<file path="config.mk">
export PLATFORM = sky130hd
export DESIGN_NAME = lab1_imul_int_mul_alt_ctrl_flat
export DESIGN_NICKNAME = d
export VERILOG_FILES = /design/src/rtl/lab1_imul_pkg.sv /design/src/rtl/lab1_imul_int_mul_alt_ctrl_if.sv /design/src/rtl/lab1_imul_ctz.sv /design/src/rtl/lab1_imul_int_mul_alt_ctrl.sv /design/src/flat_wrapper.sv
export SDC_FILE = /design/constraint.sdc
export NUM_CORES = 1
export LEC_CHECK = 0
export CAP_MARGIN = 5
export CORE_AREA = 2 2 55 57
export DETAILED_ROUTE_END_ITERATION = 7
export DIE_AREA = 0 0 57 59
export GPL_TIMING_DRIVEN = 1
export PLACE_DENSITY = 0.8
export SLEW_MARGIN = 10
export SYNTH_ARGS = -nofsm -noshare
export SYNTH_HDL_FRONTEND = slang
export SYNTH_SLANG_ARGS = --single-unit
</file>
<file path="constraint.sdc">
create_clock -name clk -period 1.7 [get_ports clk]
set_clock_uncertainty 0.1 [all_clocks]
set_input_delay 0.34 -clock clk [delete_from_list [all_inputs] [get_ports clk]]
set_output_delay 0.34 -clock clk [all_outputs]
set_load 0.02 [all_outputs]
</file>
<file path="src/rtl/lab1_imul_pkg.sv">
// Shared types and widths for the iterative multiplier control/datapath pair.
package lab1_imul_pkg;

  localparam int unsigned nbits       = 32;
  localparam int unsigned shamt_nbits = 5;

  typedef enum logic [1:0] {
    IDLE = 2'd0,
    CALC = 2'd1,
    DONE = 2'd2
  } state_e;

endpackage

</file>
<file path="src/rtl/lab1_imul_int_mul_alt_ctrl_if.sv">
// Handshake and datapath-control bundle between the multiplier controller and datapath.
interface lab1_imul_int_mul_alt_ctrl_if
  import lab1_imul_pkg::*;
#(
  parameter int unsigned c_nbits       = nbits,
  parameter int unsigned c_shamt_nbits = shamt_nbits
) ();

  logic                     req_val;
  logic                     req_rdy;
  logic                     resp_val;
  logic                     resp_rdy;
  logic                     a_mux_sel;
  logic                     b_mux_sel;
  logic                     result_en;
  logic                     result_reset;
  logic [c_shamt_nbits-1:0] shamt;
  logic [c_nbits-1:0]       b_out;

  modport master (
    input  req_val, resp_rdy, b_out,
    output req_rdy, resp_val, a_mux_sel, b_mux_sel, result_en, result_reset, shamt
  );

  modport slave (
    output req_val, resp_rdy, b_out,
    input  req_rdy, resp_val, a_mux_sel, b_mux_sel, result_en, result_reset, shamt
  );

endinterface

</file>
<file path="src/rtl/lab1_imul_ctz.sv">
// Trailing-zero counter; an all-zero input reports c_nbits.
module lab1_imul_ctz
  import lab1_imul_pkg::*;
#(
  parameter int unsigned c_nbits       = nbits,
  parameter int unsigned c_shamt_nbits = shamt_nbits
) (
  input  logic [c_nbits-1:0]     in_bits,
  output logic [c_shamt_nbits:0] count
);

  localparam int unsigned cnt_w = c_shamt_nbits + 1;

  // Scan from the top down so the lowest set bit wins.
  always_comb begin
    count = cnt_w'(c_nbits);
    for (int i = int'(c_nbits) - 1; i >= 0; i--) begin
      if (in_bits[i]) count = cnt_w'(i);
    end
  end

endmodule

</file>
<file path="src/rtl/lab1_imul_int_mul_alt_ctrl.sv">
// Controller for the zero-skipping iterative multiplier: handshakes, datapath
// selects/enables, multi-bit shift amount and a per-operation cycle counter.
module lab1_imul_int_mul_alt_ctrl
  import lab1_imul_pkg::*;
#(
  parameter int unsigned c_nbits       = nbits,
  parameter int unsigned c_shamt_nbits = shamt_nbits,
  parameter int unsigned c_max_shamt   = 31
) (
  input  logic                          clk,
  input  logic                          reset,
  lab1_imul_int_mul_alt_ctrl_if.master  mul,
  output logic [5:0]                    lat_cycles
);

  localparam int unsigned                 cnt_w     = c_shamt_nbits + 1;
  localparam logic [c_shamt_nbits:0]      max_shamt = cnt_w'(c_max_shamt);

  state_e                 state;
  logic [c_shamt_nbits:0] tz;
  logic [c_shamt_nbits:0] tz_sat;

  lab1_imul_ctz #(
    .c_nbits       (c_nbits),
    .c_shamt_nbits (c_shamt_nbits)
  ) u_ctz (
    .in_bits (mul.b_out),
    .count   (tz)
  );

  assign tz_sat = (tz > max_shamt) ? max_shamt : tz;

  // State and latency counter; the counter restarts on accept and saturates.
  always_ff @(posedge clk or negedge reset) begin
    if (!reset) begin
      state      <= IDLE;
      lat_cycles <= '0;
    end else begin
      case (state)
        IDLE: begin
          if (mul.req_val) begin
            state      <= CALC;
            lat_cycles <= '0;
          end
        end
        CALC: begin
          if (lat_cycles != 6'd63) lat_cycles <= lat_cycles + 6'd1;
          if (mul.b_out == '0) state <= DONE;
        end
        DONE: begin
          if (mul.resp_rdy) state <= IDLE;
        end
        default: state <= IDLE;
      endcase
    end
  end

  // Output decode from state and b_out; everything is held low during reset.
  always_comb begin
    mul.req_rdy      = 1'b0;
    mul.resp_val     = 1'b0;
    mul.a_mux_sel    = 1'b0;
    mul.b_mux_sel    = 1'b0;
    mul.result_en    = 1'b0;
    mul.result_reset = 1'b0;
    mul.shamt        = '0;
    if (reset) begin
      case (state)
        IDLE: begin
          mul.req_rdy = 1'b1;
          if (mul.req_val) begin
            mul.a_mux_sel    = 1'b1;
            mul.b_mux_sel    = 1'b1;
            mul.result_reset = 1'b1;
          end
        end
        CALC: begin
          if (mul.b_out == '0) begin
            mul.shamt = '0;
          end else if (mul.b_out[0]) begin
            mul.result_en = 1'b1;
            mul.shamt     = c_shamt_nbits'(1);
          end else begin
            mul.shamt = c_shamt_nbits'(tz_sat);
          end
        end
        DONE: mul.resp_val = 1'b1;
        default: ;
      endcase
    end
  end

endmodule

</file>
<file path="src/flat_wrapper.sv">
// flat-port wrapper written by rule: the top's interface ports become plain ports
module lab1_imul_int_mul_alt_ctrl_flat import lab1_imul_pkg::*;
#(
  parameter int unsigned c_nbits       = nbits,
  parameter int unsigned c_shamt_nbits = shamt_nbits,
  parameter int unsigned c_max_shamt   = 31
)
  (clk, reset, lat_cycles, mul_req_val, mul_resp_rdy, mul_b_out, mul_req_rdy, mul_resp_val, mul_a_mux_sel, mul_b_mux_sel, mul_result_en, mul_result_reset, mul_shamt);
  lab1_imul_int_mul_alt_ctrl_if #(.c_nbits(c_nbits), .c_shamt_nbits(c_shamt_nbits)) mul_i ();
  input  logic clk;
  input  logic reset;
  output logic [5:0] lat_cycles;
  input wire logic [$bits(mul_i.req_val)-1:0] mul_req_val;
  input wire logic [$bits(mul_i.resp_rdy)-1:0] mul_resp_rdy;
  input wire logic [$bits(mul_i.b_out)-1:0] mul_b_out;
  output wire logic [$bits(mul_i.req_rdy)-1:0] mul_req_rdy;
  output wire logic [$bits(mul_i.resp_val)-1:0] mul_resp_val;
  output wire logic [$bits(mul_i.a_mux_sel)-1:0] mul_a_mux_sel;
  output wire logic [$bits(mul_i.b_mux_sel)-1:0] mul_b_mux_sel;
  output wire logic [$bits(mul_i.result_en)-1:0] mul_result_en;
  output wire logic [$bits(mul_i.result_reset)-1:0] mul_result_reset;
  output wire logic [$bits(mul_i.shamt)-1:0] mul_shamt;
  assign mul_i.req_val = mul_req_val;
  assign mul_i.resp_rdy = mul_resp_rdy;
  assign mul_i.b_out = mul_b_out;
  assign mul_req_rdy = mul_i.req_rdy;
  assign mul_resp_val = mul_i.resp_val;
  assign mul_a_mux_sel = mul_i.a_mux_sel;
  assign mul_b_mux_sel = mul_i.b_mux_sel;
  assign mul_result_en = mul_i.result_en;
  assign mul_result_reset = mul_i.result_reset;
  assign mul_shamt = mul_i.shamt;
  lab1_imul_int_mul_alt_ctrl #(.c_nbits(c_nbits), .c_shamt_nbits(c_shamt_nbits), .c_max_shamt(c_max_shamt)) u_core (.clk(clk), .reset(reset), .mul(mul_i), .lat_cycles(lat_cycles));
endmodule
</file>
==> metrics.md <==
| Metric | Value |
|---|---|
| Result of the run | finished with violations |
| Failing checks | negative setup slack |
| Peak Freq | 458 MHz |
| Pins Over Slew Limit | 0 |
| Data required time of the worst path | 1260 ps |
| DR DRC count | 0 |
| Setup violators final | 10 |
| Final min period | 2180 ps |
| Via-to-Cell Ratio | 5.36 |
| Effective utilization at floorplan | 0.319 |
| Worst Setup Start Kind | primary input |
| Synth warn | 0 |
| Fin util | 0.687 |
| Die H | 59 µm |
| CP Max Fanout | 4 |
| WP data arrival | 1740 ps |
| Cell Area, Synth | 866 µm² |
| Fin cells | 237 |
| Die area | 3360 µm² |
| Count leader, synth | nor2_1 |
| Synth cell count leaders | nor2_1 (16), nand2_1 (14), dfrtp_1 (8) |
| Layout cell share with drive strength beyond 1 | 0.519 |
| DP HPWL | 2840 µm |
| Diodes inserted | 0 |
| GPL Wtd Cong | 0.829 |
| Rows | 19 |
| Buffers on Ports | 52 |
| Clock transition at the registers of the reported paths | 60 ps |
| Ports | 53 |
| Core Region | 2710 µm² |
| Synth area leaders | dfrtp_1 (23%), nor2_1 (6.9%), nand2_1 (6.1%) |
| Detailed-route via count | 1,270 |
| Max clock buf depth | 2 |
| Yosys reg bits | 8 |
| Hold Crit Class | primary input to asynchronous set/reset pin |
| Post-synthesis sequential area ratio | 0.231 |
| Top-area cell type share of the netlist area | 0.231 |
| Post-synth EDFFs | 0 |
| Top FF cell, synth | dfrtp_1 |
| H-tree levels | 1 |
| Async SR Flop Fraction | 1.00 |
| Worst skew pair latency | 270 ps |
| First-pass GRT wire length | 5980 µm |
| Top cell type by total area after synthesis | dfrtp_1 |
| Worst Setup End Kind | primary output |
| Syn-to-layout area delta | 115% |
| Number of detailed-route iterations in the first pass | 4 |
| GR Overflow Total | 0 |
| Global Route Usage Sum | 0.227 |
| Final Hold Vio Count | 0 |
| Fin nets | 245 |
| RSZ-0062 raised after global routing | true |
| CTS buffer count | 3 |
| Largest stage delay on the critical path | 430 ps |
| Largest net degree at the start of global routing | 12 |
| CTS Hold Bufs | 0 |
| Syn Area/Cell | 7.73 µm² |
| Max Cap Violations | 0 |
| Worst Setup Slack, final | -484 ps |
| Total Wirelength | 3720 µm |
| Placed Instance Area | 1760 µm² |
| Fin crit share | 1.28 |
| Syn Nets | 149 |
| CP cell instances | buf_6 -> nor4_4 -> nand4_1 -> or3_4 -> nand4_4 -> a311oi_2 -> buf_4 |
| Die Span X | 57 µm |
| WL/cell | 15.7 µm |
| Placed insts | 226 |
| CTS tree | yes |
| Yosys cell types | 40 |
| Initial antenna violation count | 0 |
| WS Path Type | primary input to primary output |
| Relative slew slack | 0.773 |
| Max VDD drop | 0.645 mV |
| Final instance area | 1860 µm² |
| CTS sink cnt | 8 |
| LEAKAGE | 0.836 nW |
| Worst slew pin tran | 338 ps |
| Initial drt markers | 37 |
| Slowest-stage cell, CP | or3_4 |
| CTS Root Cell | clkbuf_4 |
| Final Total Pwr | 1.16 mW |
| Cells after Synth | 112 |
| Post-route ant nets | 0 |
| PwrDens | 624 nW/µm² |
| Dpl ws | -1220 ps |
| Number of global-route vias before repair | 1,305 |
where the power goes:
part | total (mW) | switching, mW | internal (mW) | leakage (nW)
Combinational | 0.669 | 0.352 | 0.317 | 0.724
Sequential | 0.332 | 0.0736 | 0.259 | 0.0982
Clock | 0.160 | 0.0783 | 0.0817 | 0.0138
state kept, by name, indices dropped and copies added, names as in the netlist:
signal             count
u_core.lat_cycles      6
u_core.state           2
worst max-delay path, delay by kind of cell:
family                 cells  cell delay (ps)
and+or+nand+nor            4             1060
AOI/OAI and AO/OA          1               70
buffers and inverters      2              280
cell type report:
| cell class | count | area (µm²) |
|---|---|---|
| clock buffers | 3 | 22.5 |
| fillers | 244 | 850 |
| inverters | 5 | 18.8 |
| multi-input cells | 97 | 813 |
| flip-flops and latches | 8 | 200 |
| well taps | 31 | 38.8 |
| repair buffers | 93 | 767 |
metrics by stage:
step                hold slack, ps  setup TNS [ps]
floorplan                    -55.6            -624
global placement               456          -11190
detailed placement             476          -11640
CTS                           31.1           -2570
global route                  45.4           -3430
finish                        27.7           -2770
cells by family (layout without fill, tap and decap cells):
| family | after synthesis | count (layout) | synth area share |
|---|---|---|---|
| xor gates and xnor gates | 4 | 4 | 0.0405 |
| AOI/OAI and AO/OA | 24 | 24 | 0.198 |
| muxes | 1 | 1 | 0.0116 |
| buffers and inverters | 7 | 101 | 0.0390 |
| adders and majority gates | 1 | 1 | 0.0144 |
| DFF | 8 | 8 | 0.231 |
| and+or+nand+nor | 67 | 67 | 0.465 |
cell usage in the layout (no fill, tap or decap), types with 2 or more instances in the layout:
master,instances
buf_4,39
buf_2,16
nor2_1,15
buf_6,15
nand2_1,14
dlygate4sd2_1,12
dfrtp_1,8
nor4_4,7
inv_1,5
nand2b_1,4
nor3_1,4
a21oi_1,4
xor2_1,4
clkdlybuf4s15_2,4
clkdlybuf4s15_1,4
nor4_1,3
o21ai_0,3
clkbuf_4,3
nand4_1,2
or3_4,2
a2111oi_1,2
a31oi_2,2
and3_4,2
clkdlybuf4s50_1,2
routing by layer:
metal | wire length (µm) | part of all wire | up-vias | global-route usage
li1 | - | - | 607 | -
met1 | 1410 | 0.38 | 607 | 0.257
met2 | 2090 | 0.56 | 44 | 0.438
met3 | 110 | 0.030 | 12 | 0.0240
met4 | 112 | 0.030 | 0 | 0.0797
met5 | 0 | 0 | - | 0
final timing paths:
kind,start,endpoint,slack (ps),cells past startpoint
min reg2reg,u_core.lat_cycles[1],u_core.lat_cycles[1],480,2
max in group asynchronous,reset,u_core.lat_cycles[3],1340,2
max reg2reg,u_core.lat_cycles[1],u_core.lat_cycles[5],70,6
min,reset,u_core.lat_cycles[0],30,2
max,mul_b_out[18],mul_shamt[3],-480,7
min in group clk,u_core.lat_cycles[1],u_core.lat_cycles[1],480,2
timing repair:
item,4_1_cts,5_1_grt
buffers inserted,7,3
setup endpoints to repair,19,12
pin swaps,20,9
resized for setup,196,7
endpoints found under the hold margin,0,0
Note: power is estimated with default switching activity, not from simulation.
